[config.mk]
export PLATFORM = sky130hd
export DESIGN_NAME = cp_mux2_rr_arbiter_flat
export DESIGN_NICKNAME = d
export VERILOG_FILES = /design/src/rtl/cp_mux2_rr_arbiter_if.sv /design/src/rtl/cp_mux2_rr_arbiter.sv /design/src/flat_wrapper.sv
export SDC_FILE = /design/constraint.sdc
export NUM_CORES = 1
export LEC_CHECK = 0
export CAP_MARGIN = 25
export CORE_UTILIZATION = 43
export DETAILED_ROUTE_END_ITERATION = 16
export MAX_ROUTING_LAYER = met4
export PLACE_DENSITY = 0.86
export SLEW_MARGIN = 15
export SYNTH_ARGS = -nofsm -noshare
export SYNTH_HDL_FRONTEND = slang
export SYNTH_SLANG_ARGS = --single-unit
export TNS_END_PERCENT = 1
[constraint.sdc]
create_clock -name i_clk -period 3.25 [get_ports i_clk]
set_input_delay 0.325 -clock i_clk [delete_from_list [all_inputs] [get_ports i_clk]]
set_output_delay 0.325 -clock i_clk [all_outputs]
set_load 0.05 [all_outputs]
[src/rtl/cp_mux2_rr_arbiter_if.sv]
// cp_mux2_rr_arbiter_if
// Handshake and data bundle for the two-source round-robin arbiter.
//   Source k (k = 0, 1): i_validk, i_datak, i_lastk in; o_readyk out.
//   Output stage: o_valid, o_data, o_last, o_sel, o_mux_en out; i_out_ready in.
// The slave modport is the arbiter's view. The master modport is the view of the
// sources and sink around it.
interface cp_mux2_rr_arbiter_if #(
    parameter int DATA_WIDTH = 32
);
    logic                  i_valid0;
    logic [DATA_WIDTH-1:0] i_data0;
    logic                  i_last0;
    logic                  o_ready0;
    logic                  i_valid1;
    logic [DATA_WIDTH-1:0] i_data1;
    logic                  i_last1;
    logic                  o_ready1;
    logic                  o_valid;
    logic [DATA_WIDTH-1:0] o_data;
    logic                  o_last;
    logic                  i_out_ready;
    logic                  o_sel;
    logic                  o_mux_en;

    modport slave (
        input  i_valid0, i_data0, i_last0,
        output o_ready0,
        input  i_valid1, i_data1, i_last1,
        output o_ready1,
        output o_valid, o_data, o_last, o_sel, o_mux_en,
        input  i_out_ready
    );

    modport master (
        output i_valid0, i_data0, i_last0,
        input  o_ready0,
        output i_valid1, i_data1, i_last1,
        input  o_ready1,
        input  o_valid, o_data, o_last, o_sel, o_mux_en,
        output i_out_ready
    );
endinterface

[src/rtl/cp_mux2_rr_arbiter.sv]
// cp_mux2_rr_arbiter
// Two-source round-robin arbiter. The winning source goes through a 2:1 select
// into a single registered output stage. A grant stays locked for the whole burst.
// Ports:
//   i_clk    rising-edge clock
//   i_rst_n  asynchronous active-low reset
//   bus      cp_mux2_rr_arbiter_if.slave: two source handshakes, output stage
//            handshake, and the mux control pair (o_sel, o_mux_en)
//
// state | meaning
// IDLE  | no burst open; arbitrate between valid sources, ties go to rr_ptr
// LOCK0 | source 0 is mid-burst; only source 0 may be granted
// LOCK1 | source 1 is mid-burst; only source 1 may be granted
module cp_mux2_rr_arbiter #(
    parameter int DATA_WIDTH = 32,
    parameter int RR_INIT    = 0
) (
    input logic                  i_clk,
    input logic                  i_rst_n,
    cp_mux2_rr_arbiter_if.slave  bus
);
    typedef enum logic [1:0] {IDLE, LOCK0, LOCK1} state_t;

    state_t                state;
    logic                  rr_ptr;
    logic                  valid_r;
    logic [DATA_WIDTH-1:0] data_r;
    logic                  last_r;
    logic                  sel_r;
    logic                  mux_en_r;

    logic load;
    logic grant_vld;
    logic grant_idx;
    logic accept0;
    logic accept1;

    // The output register can take a new beat when it is empty or is draining now.
    assign load = ~valid_r | bus.i_out_ready;

    always_comb begin
        grant_vld = 1'b0;
        grant_idx = 1'b0;
        case (state)
            LOCK0: begin
                grant_vld = 1'b1;
                grant_idx = 1'b0;
            end
            LOCK1: begin
                grant_vld = 1'b1;
                grant_idx = 1'b1;
            end
            default: begin
                if (bus.i_valid0 && bus.i_valid1) begin
                    grant_vld = 1'b1;
                    grant_idx = rr_ptr;
                end else if (bus.i_valid0) begin
                    grant_vld = 1'b1;
                    grant_idx = 1'b0;
                end else if (bus.i_valid1) begin
                    grant_vld = 1'b1;
                    grant_idx = 1'b1;
                end
            end
        endcase
    end

    // Gating with i_rst_n keeps both readies low for the whole time reset is held.
    // Without it the IDLE grant would reach the ready outputs while in reset.
    assign bus.o_ready0 = i_rst_n & load & grant_vld & ~grant_idx;
    assign bus.o_ready1 = i_rst_n & load & grant_vld &  grant_idx;

    assign accept0 = bus.i_valid0 & bus.o_ready0;
    assign accept1 = bus.i_valid1 & bus.o_ready1;

    always_ff @(posedge i_clk or negedge i_rst_n) begin
        if (!i_rst_n) begin
            state    <= IDLE;
            rr_ptr   <= 1'(RR_INIT);
            valid_r  <= 1'b0;
            data_r   <= '0;
            last_r   <= 1'b0;
            sel_r    <= 1'b0;
            mux_en_r <= 1'b1;
        end else if (accept0) begin
            valid_r  <= 1'b1;
            mux_en_r <= 1'b0;
            data_r   <= bus.i_data0;
            last_r   <= bus.i_last0;
            sel_r    <= 1'b0;
            if (bus.i_last0) begin
                state  <= IDLE;
                rr_ptr <= 1'b1;
            end else begin
                state  <= LOCK0;
            end
        end else if (accept1) begin
            valid_r  <= 1'b1;
            mux_en_r <= 1'b0;
            data_r   <= bus.i_data1;
            last_r   <= bus.i_last1;
            sel_r    <= 1'b1;
            if (bus.i_last1) begin
                state  <= IDLE;
                rr_ptr <= 1'b0;
            end else begin
                state  <= LOCK1;
            end
        end else if (bus.i_out_ready) begin
            // Drain with no replacement: data, last and sel keep their values for the bus keeper.
            valid_r  <= 1'b0;
            mux_en_r <= 1'b1;
        end
    end

    assign bus.o_valid  = valid_r;
    assign bus.o_data   = data_r;
    assign bus.o_last   = last_r;
    assign bus.o_sel    = sel_r;
    assign bus.o_mux_en = mux_en_r;
endmodule

[src/flat_wrapper.sv]
// flat-port wrapper written by rule: the top's interface ports become plain ports
module cp_mux2_rr_arbiter_flat 
#(
    parameter int DATA_WIDTH = 32,
    parameter int RR_INIT    = 0
)
  (i_clk, i_rst_n, bus_i_valid0, bus_i_data0, bus_i_last0, bus_o_ready0, bus_i_valid1, bus_i_data1, bus_i_last1, bus_o_ready1, bus_o_valid, bus_o_data, bus_o_last, bus_o_sel, bus_o_mux_en, bus_i_out_ready);
  cp_mux2_rr_arbiter_if #(.DATA_WIDTH(DATA_WIDTH)) bus_i ();
  input logic i_clk;
  input logic i_rst_n;
  input wire logic [$bits(bus_i.i_valid0)-1:0] bus_i_valid0;
  input wire logic [$bits(bus_i.i_data0)-1:0] bus_i_data0;
  input wire logic [$bits(bus_i.i_last0)-1:0] bus_i_last0;
  output wire logic [$bits(bus_i.o_ready0)-1:0] bus_o_ready0;
  input wire logic [$bits(bus_i.i_valid1)-1:0] bus_i_valid1;
  input wire logic [$bits(bus_i.i_data1)-1:0] bus_i_data1;
  input wire logic [$bits(bus_i.i_last1)-1:0] bus_i_last1;
  output wire logic [$bits(bus_i.o_ready1)-1:0] bus_o_ready1;
  output wire logic [$bits(bus_i.o_valid)-1:0] bus_o_valid;
  output wire logic [$bits(bus_i.o_data)-1:0] bus_o_data;
  output wire logic [$bits(bus_i.o_last)-1:0] bus_o_last;
  output wire logic [$bits(bus_i.o_sel)-1:0] bus_o_sel;
  output wire logic [$bits(bus_i.o_mux_en)-1:0] bus_o_mux_en;
  input wire logic [$bits(bus_i.i_out_ready)-1:0] bus_i_out_ready;
  assign bus_i.i_valid0 = bus_i_valid0;
  assign bus_i.i_data0 = bus_i_data0;
  assign bus_i.i_last0 = bus_i_last0;
  assign bus_o_ready0 = bus_i.o_ready0;
  assign bus_i.i_valid1 = bus_i_valid1;
  assign bus_i.i_data1 = bus_i_data1;
  assign bus_i.i_last1 = bus_i_last1;
  assign bus_o_ready1 = bus_i.o_ready1;
  assign bus_o_valid = bus_i.o_valid;
  assign bus_o_data = bus_i.o_data;
  assign bus_o_last = bus_i.o_last;
  assign bus_o_sel = bus_i.o_sel;
  assign bus_o_mux_en = bus_i.o_mux_en;
  assign bus_i.i_out_ready = bus_i_out_ready;
  cp_mux2_rr_arbiter #(.DATA_WIDTH(DATA_WIDTH), .RR_INIT(RR_INIT)) u_core (.i_clk(i_clk), .i_rst_n(i_rst_n), .bus(bus_i));
endmodule
==> impl_metrics.xml <==
<?xml version="1.0" encoding="UTF-8"?>
<metrics>
  <group name="global_route">
    <metric name="wire_length_of_the_first_global_routing_pass" unit="mm">8.431</metric>
    <metric name="grt_pass1_vias" unit="">1934</metric>
    <metric name="globalRoute.totalOverflow" unit="">0</metric>
    <metric name="grt_usage" unit="%">21.61</metric>
    <metric name="grt_start_max_net_pins" unit="">70</metric>
    <metric name="number_of_antenna_violations_at_the_first_check_in_global_routing" unit="">0</metric>
  </group>
  <group name="sta">
    <metric name="post_route_skew" unit="ns">0.008122</metric>
    <metric name="finalHoldViolations" unit="">0</metric>
    <metric name="timing_worst_slew_pin_value" unit="ns">0.7906</metric>
    <metric name="grt_setup_unrepaired" unit="">no</metric>
    <metric name="maxSlewViolCount" unit="">0</metric>
    <metric name="timing.slew.headroom" unit="%">47.29</metric>
    <metric name="finalHoldWorstSlack" unit="ns">0.5047</metric>
    <metric name="finalCritPeriodShare" unit="%">81.50</metric>
    <metric name="fin_setup_tns" unit="ns">0</metric>
    <metric name="fmax" unit="MHz">377.5</metric>
    <metric name="setup-violations-final" unit="">0</metric>
    <metric name="layout_min_cycle_time" unit="ns">2.649</metric>
  </group>
  <group name="layout">
    <metric name="antenna_cells_inserted" unit="">0</metric>
    <metric name="area_growth" unit="%">58.24</metric>
    <metric name="most_common_library_cell_in_the_layout_ignoring_fill_and_taps" unit="">clkdlybuf4s50_1</metric>
    <metric name="final_cell_mix" unit="">105 x clkdlybuf4s50_1, 40 x nor2_1, 38 x dfrtp_1</metric>
    <metric name="layout.nets" unit="">428</metric>
    <metric name="drive_gt1_share" unit="%">5.322</metric>
  </group>
  <group name="pwr">
    <metric name="ir_worst_vdd" unit="uV">559.3</metric>
    <metric name="pwr_cell_area" unit="nW/um2">979.1</metric>
    <metric name="p_leak" unit="uW">0.001395</metric>
    <metric name="post-layout-total-power" unit="uW">3282</metric>
  </group>
  <group name="critical_path">
    <metric name="worstPathMaxFanout" unit="">46</metric>
    <metric name="critPathArrivalTime" unit="ns">2.32</metric>
    <metric name="crit_path_start_kind" unit="">primary input</metric>
    <metric name="cp-end-kind" unit="">output pin</metric>
    <metric name="critical_path_class" unit="">primary input to output pin</metric>
    <metric name="worstPathRequired" unit="ns">2.92</metric>
  </group>
  <group name="clock_network">
    <metric name="postCtsResizedCells" unit="">0</metric>
    <metric name="tritoncts" unit="">yes</metric>
    <metric name="cts.htree.levels" unit="">2</metric>
    <metric name="tritoncts.num_buffers" unit="">5</metric>
    <metric name="insertion_delay" unit="ns">0.29</metric>
    <metric name="clkSlewWorstSetupHoldPaths" unit="ns">0.08</metric>
    <metric name="cts.sinks" unit="">39</metric>
    <metric name="buffers_from_clock_root_to_sink_at_most" unit="">2</metric>
    <metric name="cts_root_buf" unit="">clkbuf_8</metric>
  </group>
  <group name="synthesis">
    <metric name="yosys_register_bits" unit="">39</metric>
    <metric name="synth.yosys.warnings" unit="">0</metric>
    <metric name="synth_area" unit="um2">2118</metric>
    <metric name="ys_top_cells_by_area" unit="">dfrtp_1 45%, a31oi_1 10%, or3_1 9.7%</metric>
    <metric name="synth_top_area_share" unit="%">44.89</metric>
    <metric name="postSynthCellCount" unit="">259</metric>
    <metric name="seq_area_frac_synth" unit="%">46.13</metric>
    <metric name="syn_nets" unit="">331</metric>
    <metric name="synth.largest_area_cell" unit="">dfrtp_1</metric>
    <metric name="post_synth.cell_area_avg" unit="um2">8.179</metric>
    <metric name="yosys.cell_types.count" unit="">25</metric>
  </group>
  <group name="routing">
    <metric name="detail_route.drc_violations" unit="">0</metric>
    <metric name="detailedRoute.firstPassIterationCount" unit="">6</metric>
    <metric name="postRouteAntennaNets" unit="">0</metric>
    <metric name="drt_iter0_drc" unit="">112</metric>
    <metric name="detailroute.via_count" unit="">2128</metric>
    <metric name="via_per_inst" unit="">5.019</metric>
    <metric name="wire_per_inst" unit="um">12.27</metric>
    <metric name="drt-total-wl" unit="mm">5.203</metric>
  </group>
  <group name="die">
    <metric name="chipHeight" unit="um">72.19</metric>
    <metric name="design.die.area" unit="um2">5211</metric>
    <metric name="rows" unit="">25</metric>
    <metric name="io_pins" unit="">109</metric>
    <metric name="design.core.area" unit="um2">4723</metric>
    <metric name="floorplan.initialDensity" unit="%">44.85</metric>
    <metric name="die_width" unit="um">72.19</metric>
  </group>
  <group name="run_status">
    <metric name="outcome" unit="">completed</metric>
  </group>
  <group name="hold_path">
    <metric name="hold_class" unit="">flip-flop to flip-flop</metric>
  </group>
  <group name="place">
    <metric name="port_buffers" unit="">108</metric>
    <metric name="place_congestion" unit="">0.8114</metric>
    <metric name="post-dp-hpwl" unit="mm">3.809</metric>
  </group>
  <group name="job">
    <metric name="drv_cap" unit="">0</metric>
  </group>
</metrics>
-- registers in the layout, indices dropped and copies added, names as in the netlist --
name                 flops
u_core.bus.o_data       32
u_core.bus.o_last        1
u_core.bus.o_mux_en      1
u_core.bus.o_sel         1
u_core.bus.o_valid       1
u_core.rr_ptr            1
u_core.state             2
-- layer usage --
metal  global-route usage (%)  share of wire [%]  vias to the layer above
li1                         -                  -                     1072
met4                    7.843                2.3                        0
met2                    38.01                 51                       78
met5                        -                  0                        -
met1                    23.05                 40                      966
met3                    6.250                6.4                       12
-- per-stage QoR --
step	utilization [%]	cells	setup WS, ns	instance area (um2)
2_1_floorplan	-	259	1.039	2118
6_report	70.97	424	0.6011	3352
4_1_cts	70.97	424	0.5693	3352
3_5_place_dp	67.95	415	0.7363	3209
5_1_grt	70.97	424	0.3618	3352
3_3_place_gp	67.95	415	0.8400	3209
-- layout make-up --
cell class	count	area [um2]
multi-input cells	162	894.6
repair buffers	112	1129
inverters	36	135.1
flip-flops and latches	39	977.2
fillers	382	1371
clock inverters	2	60.06
well taps	67	83.83
clock buffers	6	72.57
-- worst max-delay path, cell delays in order --
cell           delay (ns)
dlygate4sd3_1        0.52
buf_2                0.42
nand2_2              0.53
nor2_1               0.35
buf_12               0.17
-- what timing repair did --
action / CTS / global route
endpoints found under the hold margin: 6 / 0
buffers inserted: 0 / 0
hold buffers: 1 / 0
-- report_power, final --
group / leakage (uW) / total [uW] / internal, uW / switching [uW]
Combinational: 0.000893 / 1960 / 682 / 1280
Clock: 0.0000654 / 475 / 307 / 168
Sequential: 0.000436 / 844 / 721 / 123
Total: 0.00139 / 3280 / 1710 / 1570
-- path summary, 6_finish.rpt --
check | cells past startpoint | endpoint | slack, ns | startpoint
worst max-delay path | 5 | bus_o_ready0 | 0.60 | i_rst_n
worst min register to register | 2 | u_core.bus.o_mux_en$_DFFE_PN1P_ | 0.50 | u_core.bus.o_mux_en$_DFFE_PN1P_
worst min-delay path | 2 | u_core.bus.o_mux_en$_DFFE_PN1P_ | 0.50 | u_core.bus.o_mux_en$_DFFE_PN1P_
min in group asynchronous | 2 | u_core.bus.o_data[0]$_DFFE_PN0P_ | 0.52 | i_rst_n
max in group asynchronous | 3 | u_core.bus.o_data[26]$_DFFE_PN0P_ | 2.07 | i_rst_n
worst max register to register | 7 | u_core.bus.o_last$_DFFE_PN0P_ | 0.98 | u_core.state[0]$_DFFE_PN0P_
-- kinds of logic (layout without fill, tap and decap cells) --
logic type | after synthesis | count (layout) | share of synthesized area [%]
compound gates | 75 | 75 | 20.67
fa+ha+maj | 1 | 1 | 0.5906
buf+inv | 58 | 156 | 11.81
flops | 39 | 39 | 46.13
mux | 1 | 1 | 0.5316
simple gates | 85 | 85 | 20.26
-- Yosys cell counts, drive strengths merged --
| master | number |
|---|---|
| a21oi | 2 |
| a2bb2oi | 1 |
| a31oi | 34 |
| buf | 9 |
| clkbuf | 13 |
| dfrtp | 38 |
| dfstp | 1 |
| ha | 1 |
| inv | 36 |
| mux2 | 1 |
| nand2 | 6 |
| nand2b | 1 |
| nand3 | 1 |
| nand3b | 1 |
| nor2 | 40 |
| nor2b | 1 |
| o2111a | 1 |
| o2111ai | 1 |
| o21a | 1 |
| o21ai | 34 |
| o32ai | 1 |
| or2 | 2 |
| or3 | 33 |
Note: power is estimated with default switching activity, not from simulation.
